[config.mk]
export PLATFORM = sky130hd
export DESIGN_NAME = d_scheduler
export DESIGN_NICKNAME = d
export VERILOG_FILES = /design/src/rtl/d_scheduler.sv
export SDC_FILE = /design/constraint.sdc
export NUM_CORES = 1
export LEC_CHECK = 0
export CORE_MARGIN = 2
export CORE_UTILIZATION = 37
export DETAILED_ROUTE_END_ITERATION = 6
export SLEW_MARGIN = 10
export SYNTH_ARGS = -nofsm -noshare
export SYNTH_HDL_FRONTEND = slang
export SYNTH_SLANG_ARGS = --single-unit
[constraint.sdc]
create_clock -name iclk -period 2.3 [get_ports iclk]
set_input_delay 0.345 -clock iclk [delete_from_list [all_inputs] [get_ports iclk]]
set_output_delay 0.345 -clock iclk [all_outputs]
set_load 0.02 [all_outputs]
[src/rtl/d_scheduler.sv]
// d_scheduler: sequences one SD multi-block job (receive, cipher each RAM block, send with card-busy pacing).
// Define D_SCHED_WATCHDOG_EN to abort any wait state that lasts TIMEOUT cycles.
module d_scheduler #(
    parameter int RAM_BLOCKS = 8,
    parameter int TIMEOUT    = 65535
) (
    input  logic                          iclk,
    input  logic                          irst,
    input  logic                          itrans_start,
    output logic                          ocmd_busy,
    output logic                          odone,
    output logic                          oerror,
    output logic [1:0]                    oerr_code,
    output logic                          odrv_start,
    output logic                          odrv_rst,
    input  logic                          idrv_read_done,
    input  logic                          idrv_write_done,
    input  logic                          idrv_check_status,
    input  logic                          icard_ready,
    output logic                          oproc_start,
    output logic [$clog2(RAM_BLOCKS)-1:0] oproc_sel,
    input  logic                          iproc_done
);
    localparam int BW = $clog2(RAM_BLOCKS);
    localparam logic [BW-1:0] LAST = BW'(RAM_BLOCKS - 1);

    if (RAM_BLOCKS < 2 || (RAM_BLOCKS & (RAM_BLOCKS - 1)) != 0 || TIMEOUT < 1) begin : g_param_check
        $error("d_scheduler: RAM_BLOCKS must be a power of two >= 2 and TIMEOUT >= 1");
    end

    typedef enum logic [3:0] {
        IDLE, RX_START, RX_WAIT, PROC_START, PROC_WAIT,
        TX_START, TX_WAIT, BUSY_WAIT, DONE, ABORT
    } state_t;

    state_t          state_q, state_d;
    logic [BW-1:0]   blk_q, blk_d;
    logic [BW-1:0]   sel_q, sel_d;
    logic [1:0]      err_q, err_d;
    logic            first_q;
    logic            busy_q, done_q, error_q, drv_rst_q;
    logic            drv_start_q, drv_start_d;
    logic            proc_start_q, proc_start_d;
    logic            wd_hit;

`ifdef D_SCHED_WATCHDOG_EN
    localparam int WW = $clog2(TIMEOUT + 1);
    logic [WW-1:0] wd_q, wd_d;
    logic          waiting;

    assign waiting = state_q inside {RX_WAIT, PROC_WAIT, TX_WAIT, BUSY_WAIT};
    assign wd_d    = (state_d != state_q) ? '0 : waiting ? wd_q + 1'b1 : wd_q;
    assign wd_hit  = waiting && (wd_q == WW'(TIMEOUT - 1));

    always_ff @(posedge iclk or posedge irst) begin
        if (irst)
            wd_q <= '0;
        else
            wd_q <= wd_d;
    end
`else
    assign wd_hit = 1'b0;
`endif

    // Exit conditions are tested before wd_hit so a coinciding timeout loses.
    always_comb begin
        state_d      = state_q;
        blk_d        = blk_q;
        err_d        = err_q;
        sel_d        = sel_q;
        drv_start_d  = 1'b0;
        proc_start_d = 1'b0;
        case (state_q)
            IDLE: if (itrans_start) begin
                state_d = RX_START;
                blk_d   = '0;
                err_d   = 2'b00;
            end
            RX_START: begin
                drv_start_d = 1'b1;
                state_d     = RX_WAIT;
            end
            RX_WAIT: begin
                if (idrv_read_done)
                    state_d = PROC_START;
                else if (idrv_write_done && !first_q) begin
                    state_d = ABORT;
                    err_d   = 2'b01;
                end else if (wd_hit) begin
                    state_d = ABORT;
                    err_d   = 2'b10;
                end
            end
            PROC_START: begin
                proc_start_d = 1'b1;
                sel_d        = blk_q;
                state_d      = PROC_WAIT;
            end
            PROC_WAIT: begin
                if (iproc_done) begin
                    blk_d   = blk_q + 1'b1;
                    state_d = (blk_q == LAST) ? TX_START : PROC_START;
                end else if (wd_hit) begin
                    state_d = ABORT;
                    err_d   = 2'b10;
                end
            end
            TX_START: begin
                drv_start_d = 1'b1;
                state_d     = TX_WAIT;
            end
            TX_WAIT: begin
                if (idrv_check_status)
                    state_d = BUSY_WAIT;
                else if (wd_hit) begin
                    state_d = ABORT;
                    err_d   = 2'b10;
                end
            end
            // The final start pulse returns the driver to idle.
            BUSY_WAIT: begin
                if (icard_ready) begin
                    blk_d       = blk_q + 1'b1;
                    drv_start_d = (blk_q == LAST);
                    state_d     = (blk_q == LAST) ? DONE : TX_START;
                end else if (wd_hit) begin
                    state_d = ABORT;
                    err_d   = 2'b10;
                end
            end
            DONE:    state_d = IDLE;
            ABORT:   state_d = IDLE;
            default: state_d = IDLE;
        endcase
    end

    always_ff @(posedge iclk or posedge irst) begin
        if (irst) begin
            state_q      <= IDLE;
            blk_q        <= '0;
            sel_q        <= '0;
            err_q        <= 2'b00;
            first_q      <= 1'b0;
            busy_q       <= 1'b0;
            done_q       <= 1'b0;
            error_q      <= 1'b0;
            drv_rst_q    <= 1'b0;
            drv_start_q  <= 1'b0;
            proc_start_q <= 1'b0;
        end else begin
            state_q      <= state_d;
            blk_q        <= blk_d;
            sel_q        <= sel_d;
            err_q        <= err_d;
            first_q      <= (state_q == RX_START);
            busy_q       <= (state_d != IDLE);
            done_q       <= (state_d == DONE);
            error_q      <= (state_d == ABORT);
            drv_rst_q    <= (state_d == ABORT) || (state_q == ABORT);
            drv_start_q  <= drv_start_d;
            proc_start_q <= proc_start_d;
        end
    end

    assign ocmd_busy   = busy_q;
    assign odone       = done_q;
    assign oerror      = error_q;
    assign oerr_code   = err_q;
    assign odrv_start  = drv_start_q;
    assign odrv_rst    = drv_rst_q;
    assign oproc_start = proc_start_q;
    assign oproc_sel   = sel_q;
endmodule
# --- Yosys cells after proc, flatten, opt, wreduce, memory -nomap -nowiden ---
# Index checks and enable logic that the tools add are counted.
word_totals:
  input_bits: 8
  elab_cells: 58
  regBits: 19
  output_inout_bits: 11
op_classes:
  n_eq_ne: 16
  mux: 20
  n_reduce_logical: 10
  n_addsub: 1
op_table:
  columns: ["operator", "n"]
  rows:
  - ["4-bit case mux with 8 select lines", 1]
  - ["4-bit two-way mux", 7]
  - ["4-bit by 3-bit == test with 1-bit output, second input constant", 4]
  - ["4-bit == test, second input constant", 3]
  - ["3-bit two-way mux", 4]
  - ["2-bit != test, second input constant", 5]
  - ["3-bit case mux with 3 select lines", 1]
  - ["4-bit by 2-bit == test with 1-bit output, second input constant", 2]
  - ["4-bit AND reduction", 2]
  - ["2-bit two-way mux", 3]
  - ["4-bit by 1-bit == test with 1-bit output, second input constant", 1]
  - ["4-bit logical NOT", 1]
  - ["2-bit case mux with 2 select lines", 1]
  - ["4-bit nonzero test", 1]
  - ["3-bit by 1-bit adder with 3-bit output, second input constant", 1]
  - ["3-bit == test, second input constant", 1]
  - ["3-bit nonzero test", 1]
  - ["1-bit two-way mux", 2]
  - ["1-bit case mux with 2 select lines", 1]
  - ["2-bit nonzero test", 1]
  - ["2-bit OR reduction", 1]
  - ["1-bit logical AND", 1]
  - ["1-bit logical NOT", 1]
  - ["1-bit logical OR", 1]

# --- Logic depth before layout (Yosys ltp) ---
logic_depth:
  word_depth: 7
  depth_mapped: 6
  depth_no_buf: 6

# --- Worst setup path before layout ---
# Ideal clock, no wire load.
synth_path:
  path_type: "reg-to-reg"
  start: "register blk_q[0]"
  end: "register busy_q, in the netlist ocmd_busy"
  stages_incl_launch_ff: 7
  period_less_slack_ps: 1584
  t_required_ps: 2228
  setup_slack_ps: 716
  arrival_ps: 1512
  n_path_buf: 0
  setup_time_ps: 72
  path_cell_list: "dfrtp_1 -> ha_1 -> ha_1 -> nand2b_1 -> a2111oi_0 -> or3_1 -> nand4b_1"
synth_via:
  elab_chain_len: 5
  word_cells_on_any_way: 7
  cone_classes: "1 x eq/ne; 5 x mux; 1 x reduce/logical"
synth_rtl:
  columns: ["element", "line_no", "text"]
  rows:
  - ["from (decl)", "37", "logic [BW-1:0] blk_q, blk_d;"]
  - ["from (signal assigned)", "152", "blk_q <= blk_d;"]
  - ["3-bit == test", "102", "state_d = (blk_q == LAST) ? TX_START : PROC_START;"]
  - ["3-bit two-way mux", "102", null]
  - ["4-bit two-way mux", "100", "if (iproc_done) begin"]
  - ["4-bit case mux with 8 select lines", "73", "case (state_q)"]
  - ["via state_d[1]", "36", "state_t state_q, state_d;"]
  - ["4-bit nonzero test", "156", "busy_q <= (state_d != IDLE);"]
  - ["to (signal assigned)", "156", null]
  - ["to (decl)", "41", "logic busy_q, done_q, error_q, drv_rst_q;"]
# The timed path passes the listed nets, and every way through them passes these cells.
# A chain may end at the register's enable or synchronous reset.

# --- Final worst setup path ---
layout_path:
  start: "register state_q[0]"
  end: "register blk_q[1]"
layout_via:
  elab_chain_len: 3
  word_cells_on_any_way: 9
  cone_classes: "5 x eq/ne; 1 x mux; 3 x reduce/logical"
layout_rtl:
  columns: ["element", "line_no", "text"]
  rows:
  - ["from (decl)", "36", null]
  - ["from (signal assigned)", "151", "state_q <= state_d;"]
  - ["4-bit by 3-bit == test with 1-bit output / 4-bit logical NOT (equally long branches)", "73", null]
  - ["2-bit != test (no source line) / 3-bit nonzero test (equally long branches)", null, null]
  - ["4-bit AND reduction (no source line)", null, null]
# Several ways; a longest one is shown, not always the timed one.

==> impl_metrics.tcl <==
set metrics [dict create \
    status "completed" \
    layout.nets 113 \
    ys_ff_latch 18 \
    max_stage_delay_ps 540 \
    yosys_warnings 0 \
    critPathSlowestCell "dfrtp_1" \
    async_flop_share 1.00 \
    io_buffer_count 17 \
    clock_path_buffers 2 \
    path_clk_slew_ps 110 \
    finalNonFillerCells 132 \
    core_region_area_um2 2430 \
    postCtsSetupBuffers 0 \
    final_cell_mix "18 x dfrtp_1, 17 x clkdlybuf4s50_1, 8 x nor2_1, 5 x nand2_1" \
    power.density_nw_per_um2 1190 \
    fin_crit_ps 1770 \
    power.leakage_nw 0.495 \
    syn_area_um2 935 \
    grt_max_degree 19 \
    antenna_found_initial 0 \
    dieArea_um2 2940 \
    slew_viol_final 0 \
    firstDrtPassIters 4 \
    setup_viol 0 \
    cp_top_family "compound AO/OA/AOI/OAI gates" \
    ctsResizeCount 0 \
    layout_commonest_cell "dfrtp_1" \
    crit_chain "or2_4 > a21oi_1 > a2bb2oi_2 > mux2i_1" \
    grt_pass1_vias 632 \
    hold_violations 0 \
    drt-wirelength-per-cell_um 13.4 \
    ys.flop_type "dfrtp_1" \
    cp.required_ps 2520 \
    max_clock_freq_mhz 565 \
    dpl.hpwl_mm 1.28 \
    grt_overflow 0 \
    track_usage 0.144 \
    postRouteAntennaNets 0 \
    critical_path_buf_inv_count 0 \
    grt_setup_unrepaired "no" \
    min_period_over_period 0.769 \
    met3_usage 0.0519 \
    antenna_cells 0 \
    die_w_um 54.3 \
    drt-initial-drc-count 5 \
    ios 19 \
    multiInputGateArea_um2 433 \
    fp.dieH_um 54.3 \
    via_per_inst 5.05 \
    globalRoute.busiestLayer "met2" \
    synth_nets 96 \
    end_kind "flop" \
    cts_max_level 1 \
    place_congestion 0.869 \
    synth_cells 86 \
    crit_type "flop to flop" \
    cp_max_fo 13 \
    cp-start-kind "flop" \
    postCtsHoldBufs 0 \
    cts_tree "built" \
    root_buffer "clkbuf_4" \
    start_util 0.384 \
    worstSkewPairLatency_ps 290 \
    drive_above_1_share 0.137 \
    num_vias 666 \
    synth_seq_area_share 0.482 \
    routed_wl_mm 1.76 \
    fin_skew_ps 6.35 \
    drc 0 \
    maxCapViolCount 0 \
    grt_pass1_wl_mm 2.92 \
    syn_avg_cell_area_um2 10.9 \
    synth_cell_types 36 \
    grt_use_met1 0.170 \
    regArea_um2 450 \
    hold_class "input pin to asynchronous set/reset pin" \
    ir_drop_uv 533 \
    placedCellCount 128 \
    synth-edff-count 0 \
    slew_headroom 0.538 \
    fill_cells 235 \
    numCtsBuffers 3 \
    worst_slew_pin_slew_ps 692 \
    num_rows 18 \
    global_route.usage.met2 0.245 \
    critical_path_arrival_ps 1990 \
    setup_tns_ps 0 \
    syn2layout_area_growth_pct 22.2 \
    clock-sinks 18 \
]
## cells by family (layout without fill, tap and decap cells)
logic type / count (synthesis) / in the layout / share of synthesized area
and+or+nand+nor: 38 / 38 / 0.261
DFF: 18 / 18 / 0.482
AOI/OAI and AO/OA: 12 / 12 / 0.103
buffers and inverters: 9 / 25 / 0.0549
muxes: 6 / 6 / 0.0683
adders and majority gates: 2 / 2 / 0.0268
other: 1 / 1 / 0.00401
## flip-flops by register name (all words and copies together), names as in the netlist
signal       cells
odrv_rst         1
oproc_start      1
odone            1
ocmd_busy        1
odrv_start       1
oerror           1
state_q          4
oerr_code        1
first_q          1
oproc_sel        3
blk_q            3
## power breakdown
| part | switching [mW] | internal (mW) | total [mW] | leakage, nW |
|---|---|---|---|---|
| combinational | 0.304 | 0.315 | 0.618 | 0.239 |
| sequential | 0.128 | 0.417 | 0.545 | 0.234 |
| clock | 0.100 | 0.0964 | 0.196 | 0.0210 |
| total | 0.532 | 0.828 | 1.36 | 0.495 |
## synthesized netlist by cell type (all sizes together), types with 2 or more instances
master	count	share of area
mux2i	3	0.032
dfrtp	18	0.48
nor3	5	0.032
mux2	3	0.036
nand2b	5	0.036
a21oi	4	0.021
ha	2	0.027
inv	4	0.016
buf	5	0.039
nor2	8	0.032
nand2	6	0.027
or3	2	0.013
o211ai	2	0.016
nor2b	2	0.013
## through the flow
step                      power [mW]   util  worst slack, ps  area, µm²  hold slack (ps)
after detailed placement        1.17  0.455              281       1110              478
after floorplan                 1.01      -              716        935              284
after global routing            1.46  0.470              392       1140              515
after global placement          1.16  0.455              296       1110              471
final                           1.36  0.470              532       1140              445
after CTS                       1.38  0.470              511       1140              478
## metal layers
layer	part of all wire	routed length [µm]
met1	0.44	773
met5	0	0
met2	0.51	904
met3	0.040	71
met4	0.0085	15
## path summary, 6_finish.rpt
check                                  start            to  slack, ps  cells after the start
worst max-delay path              state_q[0]      blk_q[1]        530                      4
worst min-delay path                    irst    odrv_start        440                      2
worst max register to register    state_q[0]      blk_q[1]        530                      4
worst min register to register  oproc_sel[1]  oproc_sel[1]        500                      1
max in group asynchronous               irst      blk_q[1]       1410                      2
min in group iclk               oproc_sel[1]  oproc_sel[1]        500                      1
## cell type report
cell class              count  share of cell area
well taps                  30              0.0329
flip-flops and latches     18               0.394
inverters                   4              0.0131
repair buffers             17               0.149
clock buffers               4              0.0318
multi-input cells          59               0.379
Power figures use the tool's default switching activity.
